**src/rtl/mem_resp_if.sv**
```systemverilog
`default_nettype none
// +----------------------------------------------------------------------+
// | mem_resp_if : CPU bus and program-loader port bundle for mem_resp    |
// | Rev 1.0                                                              |
// +----------------------------------------------------------------------+
interface mem_resp_if #(
  parameter int AW = 8,
  parameter int DW = 8
) ();
  logic [AW-1:0] adrs;
  logic [DW-1:0] wdata;
  logic          mem_read;
  logic          mem_write;
  logic [DW-1:0] rdata;
  logic          ld_start;
  logic          ld_valid;
  logic [DW-1:0] ld_data;
  logic          ld_ready;
  logic          cpu_rst;
  logic          busy;
  logic          err;

  modport master (
    output adrs, wdata, mem_read, mem_write, ld_start, ld_valid, ld_data,
    input  rdata, ld_ready, cpu_rst, busy, err
  );

  modport slave (
    input  adrs, wdata, mem_read, mem_write, ld_start, ld_valid, ld_data,
    output rdata, ld_ready, cpu_rst, busy, err
  );
endinterface
`default_nettype wire

```
**src/rtl/mem_resp.sv**
```systemverilog
`default_nettype none
// +----------------------------------------------------------------------+
// | mem_resp : CPU-bus RAM responder with byte-stream program loader     |
// | Optional: MEM_RESP_WPROT_EN makes the loaded region read-only in RUN |
// | Rev 1.0                                                              |
// +----------------------------------------------------------------------+
module mem_resp #(
  parameter int AW       = 8,
  parameter int DW       = 8,
  parameter int LOAD_LEN = 256
) (
  input  wire logic   clk,
  input  wire logic   rst,
  mem_resp_if.slave   bus
);
  localparam int            CW     = $clog2(LOAD_LEN + 1);
  localparam logic [CW-1:0] c_last = CW'(LOAD_LEN - 1);

  typedef enum logic [1:0] {
    S_IDLE = 2'd0,
    S_LOAD = 2'd1,
    S_RUN  = 2'd2
  } state_t;

  state_t        r_state;
  logic [CW-1:0] r_cnt;
  logic          r_cpu_rst;
  logic          r_ld_ready;
  logic          r_busy;
  logic          r_err;
  logic [DW-1:0] r_mem [2**AW];

  logic          w_run;
  logic          w_coll;
  logic          w_prot;
  logic          w_cpu_wr;
  logic          w_accept;
  logic          w_mem_we;
  logic [AW-1:0] w_mem_addr;
  logic [DW-1:0] w_mem_wdata;

  assign w_run  = (r_state == S_RUN);
  assign w_coll = w_run & bus.mem_read & bus.mem_write;

`ifdef MEM_RESP_WPROT_EN
  localparam logic [AW:0] c_prot_lim = (AW+1)'(LOAD_LEN);
  assign w_prot = w_run & bus.mem_write & ~bus.mem_read &
                  ({1'b0, bus.adrs} < c_prot_lim);
`else
  assign w_prot = 1'b0;
`endif

  assign w_cpu_wr = w_run & bus.mem_write & ~bus.mem_read & ~w_prot;
  // A restart pulse wins over a byte offered in the same cycle.
  assign w_accept = (r_state == S_LOAD) & bus.ld_valid & r_ld_ready & ~bus.ld_start;

  assign w_mem_we    = w_accept | w_cpu_wr;
  assign w_mem_addr  = w_accept ? AW'(r_cnt) : bus.adrs;
  assign w_mem_wdata = w_accept ? bus.ld_data : bus.wdata;

  always_ff @(posedge clk) begin
    if (w_mem_we) begin
      r_mem[w_mem_addr] <= w_mem_wdata;
    end
  end

  assign bus.rdata    = (w_run & bus.mem_read) ? r_mem[bus.adrs] : '0;
  assign bus.ld_ready = r_ld_ready;
  assign bus.cpu_rst  = r_cpu_rst;
  assign bus.busy     = r_busy;
  assign bus.err      = r_err;

  always_ff @(posedge clk or posedge rst) begin
    if (rst) begin
      r_state    <= S_IDLE;
      r_cnt      <= '0;
      r_cpu_rst  <= 1'b0;
      r_ld_ready <= 1'b0;
      r_busy     <= 1'b0;
      r_err      <= 1'b0;
    end else begin
      if (w_coll | w_prot) begin
        r_err <= 1'b1;
      end
      case (r_state)
        S_IDLE: begin
          if (bus.ld_start) begin
            r_state    <= S_LOAD;
            r_cnt      <= '0;
            r_ld_ready <= 1'b1;
            r_busy     <= 1'b1;
          end
        end
        S_LOAD: begin
          if (bus.ld_start) begin
            r_cnt <= '0;
          end else if (w_accept) begin
            r_cnt <= r_cnt + 1'b1;
            if (r_cnt == c_last) begin
              r_state    <= S_RUN;
              r_cpu_rst  <= 1'b1;
              r_ld_ready <= 1'b0;
              r_busy     <= 1'b0;
            end
          end
        end
        S_RUN: begin
          if (bus.ld_start) begin
            r_state    <= S_LOAD;
            r_cnt      <= '0;
            r_cpu_rst  <= 1'b0;
            r_ld_ready <= 1'b1;
            r_busy     <= 1'b1;
          end
        end
        default: begin
          r_state    <= S_IDLE;
          r_cnt      <= '0;
          r_cpu_rst  <= 1'b0;
          r_ld_ready <= 1'b0;
          r_busy     <= 1'b0;
        end
      endcase
    end
  end
endmodule
`default_nettype wire

```
**src/flat_wrapper.sv**
```systemverilog
// flat-port wrapper written by rule: the top's interface ports become plain ports
module mem_resp_flat 
#(
  parameter int AW       = 8,
  parameter int DW       = 8,
  parameter int LOAD_LEN = 256
)
  (clk, rst, bus_adrs, bus_wdata, bus_mem_read, bus_mem_write, bus_ld_start, bus_ld_valid, bus_ld_data, bus_rdata, bus_ld_ready, bus_cpu_rst, bus_busy, bus_err);
  mem_resp_if #(.AW(AW), .DW(DW)) bus_i ();
  input  wire logic clk;
  input  wire logic rst;
  input wire logic [$bits(bus_i.adrs)-1:0] bus_adrs;
  input wire logic [$bits(bus_i.wdata)-1:0] bus_wdata;
  input wire logic [$bits(bus_i.mem_read)-1:0] bus_mem_read;
  input wire logic [$bits(bus_i.mem_write)-1:0] bus_mem_write;
  input wire logic [$bits(bus_i.ld_start)-1:0] bus_ld_start;
  input wire logic [$bits(bus_i.ld_valid)-1:0] bus_ld_valid;
  input wire logic [$bits(bus_i.ld_data)-1:0] bus_ld_data;
  output wire logic [$bits(bus_i.rdata)-1:0] bus_rdata;
  output wire logic [$bits(bus_i.ld_ready)-1:0] bus_ld_ready;
  output wire logic [$bits(bus_i.cpu_rst)-1:0] bus_cpu_rst;
  output wire logic [$bits(bus_i.busy)-1:0] bus_busy;
  output wire logic [$bits(bus_i.err)-1:0] bus_err;
  assign bus_i.adrs = bus_adrs;
  assign bus_i.wdata = bus_wdata;
  assign bus_i.mem_read = bus_mem_read;
  assign bus_i.mem_write = bus_mem_write;
  assign bus_i.ld_start = bus_ld_start;
  assign bus_i.ld_valid = bus_ld_valid;
  assign bus_i.ld_data = bus_ld_data;
  assign bus_rdata = bus_i.rdata;
  assign bus_ld_ready = bus_i.ld_ready;
  assign bus_cpu_rst = bus_i.cpu_rst;
  assign bus_busy = bus_i.busy;
  assign bus_err = bus_i.err;
  mem_resp #(.AW(AW), .DW(DW), .LOAD_LEN(LOAD_LEN)) u_core (.clk(clk), .rst(rst), .bus(bus_i));
endmodule
```
**config.mk**
```make
export PLATFORM = sky130hd
export DESIGN_NAME = mem_resp_flat
export DESIGN_NICKNAME = d
export VERILOG_FILES = /design/src/rtl/mem_resp_if.sv /design/src/rtl/mem_resp.sv /design/src/flat_wrapper.sv
export SDC_FILE = /design/constraint.sdc
export NUM_CORES = 2
export LEC_CHECK = 0
export ABC_AREA = 0
export ABC_CLOCK_PERIOD_IN_PS = 6460
export BUFFER_PORTS_ARGS = -buffer_cell sky130_fd_sc_hd__buf_2
export CORE_AREA = 4 4 460 462
export CTS_CLUSTER_DIAMETER = 100
export DETAILED_ROUTE_END_ITERATION = 10
export DIE_AREA = 0 0 464 466
export GPL_TIMING_DRIVEN = 0
export PLACE_DENSITY = 0.54
export RECOVER_POWER = 25
export SLEW_MARGIN = 20
export SYNTH_ARGS = -nofsm -noshare
export SYNTH_HDL_FRONTEND = slang
export SYNTH_SLANG_ARGS = --single-unit
```
**constraint.sdc**
```tcl
create_clock -name clk -period 6.46 [get_ports clk]
set_input_delay 0.323 -clock clk [delete_from_list [all_inputs] [get_ports clk]]
set_output_delay 0.323 -clock clk [all_outputs]
set_load 0.05 [all_outputs]
```
==> out/results.txt <==
Status -> complete, but fails checks
Failing checks -> capacitance limit, slew limit
CP endpoint kind -> primary output
CP arrival -> 6.08 ns
Max-Cap Viols -> 9
Routed WL -> 322 mm
Syn-to-layout area delta -> 13.7%
Final setup fails -> 0
Tcrit/Tclk final -> 0.992
Top FF cell, synth -> edfxtp_1
Num ports -> 42
Most common cell after layout, fill and taps aside -> edfxtp_1
Worst reg-to-reg path cell count -> 10
CTS tree -> yes
Setup TNS -> 0 ns
Clock share of power -> 0.412
Relative slew slack -> -0.618
GRT overflow -> 0
Crit path max fanout -> 10
Max Clock Skew -> 0.0410 ns
Syn nets -> 4147
TritonCTS buffer count -> 214
Sequential share of power -> 0.515
DRT Pass-1 Iters -> 8
Die Span X -> 464 µm
Final min period -> 6.41 ns
Final setup margin -> 0.0529 ns
Switching Power -> 6870 µW
Netlist Area Pre-Place -> 82600 µm²
Met3 wire length -> 38.4 mm
Core Rows -> 167
Yosys reg bits -> 2062
Routed len/inst -> 43.6 µm
Pwr Density -> 308 nW/µm²
CTS sink cnt -> 2062
Syn Area/Cell -> 20.1 µm²
Via count of the first global-routing pass -> 44100
Leak pwr -> 0.0298 µW
WS Path Type -> in2out
Vias -> 47100
Initial antenna violation count -> 26
Core occupancy in the finished layout -> 0.454
Synthesized netlist cell count -> 4115
Peak supply drop -> 0.257 mV
RSZ-0062 raised after global routing -> false
Clk root buf -> clkbuf_16
Final Wtd Congestion -> 1.04
Clock buffer depth -> 3
H-tree depth -> 4
# port buffers -> 36
Net Sw Frac -> 0.238
DRT antenna net count -> 0
Fin. Hold Viols -> 0
First-pass GRT wire length -> 419 mm
Syn. warnings -> 0
EDFF count, synth -> 2048
Slew Viols, Final -> 460
Async SR Flop Fraction -> 0.00679
Reg2Reg Capture Point -> u_core.r_mem[102][2]
Dpl cell area -> 87400 µm²
Reg clk slew, reported paths -> 0.06 ns
Data required, critical path -> 6.14 ns
Vias/cell -> 6.37
Hold crit path type -> in2async
Comb pwr share -> 0.073
R2r setup slk -> 0.59 ns
Worst-margin pin slew -> 2.43 ns
Cell area after layout -> 93900 µm²
Core footprint -> 207000 µm²
Detailed placement HPWL -> 224 mm
Critical path startpoint category -> input pin
DR top layer -> met5
Most frequent cells in the layout -> edfxtp_1, nor2_1, mux4_2
Max Clk Rate -> 0.156 GHz
Worst skew pair latency -> 0.88 ns
Reg2reg start -> u_core.bus.ld_ready
Pre-CTS setup slack -> -0.0945 ns
Share of cells above drive strength 1 -> 0.205
All-Layer GR Usage -> 0.293
Die ar. -> 216000 µm²
Met1 Wirelength -> 121 mm
Total power draw -> 28900 µW
Post-CTS Setup Repair Bufs -> 0
Initial Utilization -> 0.399
WL met2 -> 141 mm
Remaining DRCs -> 0
Distinct cells, synth -> 87
Die Ht -> 466 µm
Nets -> 4450
Largest net degree at the start of global routing -> 71
DRT iter0 DRCs -> 8727
Sequential cell area fraction in the yosys report -> 0.749
Internal Power -> 22100 µW
-- repair_timing --
item / CTS / global route
endpoints found under the setup margin: 2 / 0
gates resized for setup: 1 / 0
hold endpoints to repair: 47 / 0
hold buffers: 9 / 0
-- cells by family (layout without fill, tap and decap cells) --
| kind of cell | Yosys count | in the layout | synth area share |
|---|---|---|---|
| compound gates | 397 | 397 | 0.0350 |
| other cells | 0 | 12 | 0 |
| flops | 2062 | 2062 | 0.749 |
| fa+ha+maj | 2 | 2 | 0.000303 |
| buf+inv | 262 | 733 | 0.0277 |
| simple gates | 730 | 730 | 0.0424 |
| mux | 657 | 657 | 0.145 |
| xor+xnor | 5 | 5 | 0.000530 |
-- per-layer routing --
| layer | up-vias | track usage |
|---|---|---|
| li1 | 17800 | - |
| met5 | - | 0 |
| met3 | 719 | 0.0854 |
| met1 | 25200 | 0.390 |
| met4 | 12 | 0.168 |
| met2 | 3431 | 0.430 |
-- synth_stat cells (10+ instances only) --
library cell,number,area share
nor2_1,314,0.014
dfrtp_1,14,0.0042
mux2_2,28,0.0038
o31ai_1,11,0.0010
nand3_1,41,0.0025
a221oi_1,18,0.0019
mux4_1,119,0.038
or2_2,21,0.0016
nand2_1,102,0.0046
buf_2,85,0.0052
nor4_1,27,0.0020
nand4_1,15,0.0011
mux4_2,275,0.075
nor3_1,85,0.0052
clkbuf_1,44,0.0020
o22ai_1,61,0.0046
nand2b_1,21,0.0016
a211oi_1,46,0.0042
buf_8,18,0.0033
buf_4,21,0.0019
buf_6,16,0.0022
buf_12,35,0.0085
o21ai_0,57,0.0035
clkbuf_8,21,0.0035
a21oi_1,47,0.0028
edfxtp_1,2048,0.74
mux2i_1,235,0.028
o221ai_1,58,0.0062
a22oi_1,28,0.0025
o32ai_1,10,0.0011
and2_1,27,0.0020
-- flip-flops by register name (all words and copies together) (netlist names) --
name                 flops
u_core.r_cnt             9
u_core.bus.ld_ready      1
u_core.bus.cpu_rst       1
u_core.bus.err           1
u_core.r_mem          2048
u_core.r_state           2
-- power groups by stage --
stage	Combinational (µW)	Sequential [µW]	Clock (µW)
2_1_floorplan	923	15300	0
3_5_place_dp	2050	15200	0
3_3_place_gp	1890	15500	0
6_report	2100	14900	11900
4_1_cts	2050	14900	11900
5_1_grt	2090	14900	12500
-- through the flow --
stage / instances / hold slack, ns
after floorplan: 4115 / 0.212
after global placement: 6939 / 0.413
after detailed placement: 6981 / 0.405
after CTS: 7374 / 0.0179
after global routing: 7374 / 0.0847
final: 7386 / 0.0463
-- critical path: stages --
cell and delay, ns:
buf_4 0.20, buf_4 0.30, buf_2 0.65, buf_4 0.58, buf_2 0.76, mux4_2 0.40, nor3_1 0.10, nor4_1 0.80
nand4_1 0.79, o22ai_1 0.66, buf_2 0.37
-- how the worst max path moves through the flow --
stage	cells past startpoint	slack [ns]	from	to
global route	11	0.37	bus_adrs[1]	bus_rdata[2]
finish	11	0.05	bus_adrs[1]	bus_rdata[3]
CTS	11	0.23	bus_adrs[1]	bus_rdata[2]
detailed placement	11	-0.09	bus_adrs[1]	bus_rdata[2]
floorplan	8	0.81	u_core.bus.ld_ready	u_core.r_mem[0][0]
global placement	9	-4.40	bus_ld_start	u_core.r_mem[84][7]
-- layout make-up --
class	count	area, µm²
Buffer	254	2280
Antenna cell	12	30.0
Inverter	8	30.0
Clock inverter	114	970
Fill cell	17700	113000
Tap cell	2788	3490
Timing Repair Buffer	87	1130
Multi-Input combinational cell	1791	18500
Sequential cell	2062	61800
Clock buffer	270	5630
Power figures use the tool's default switching activity.
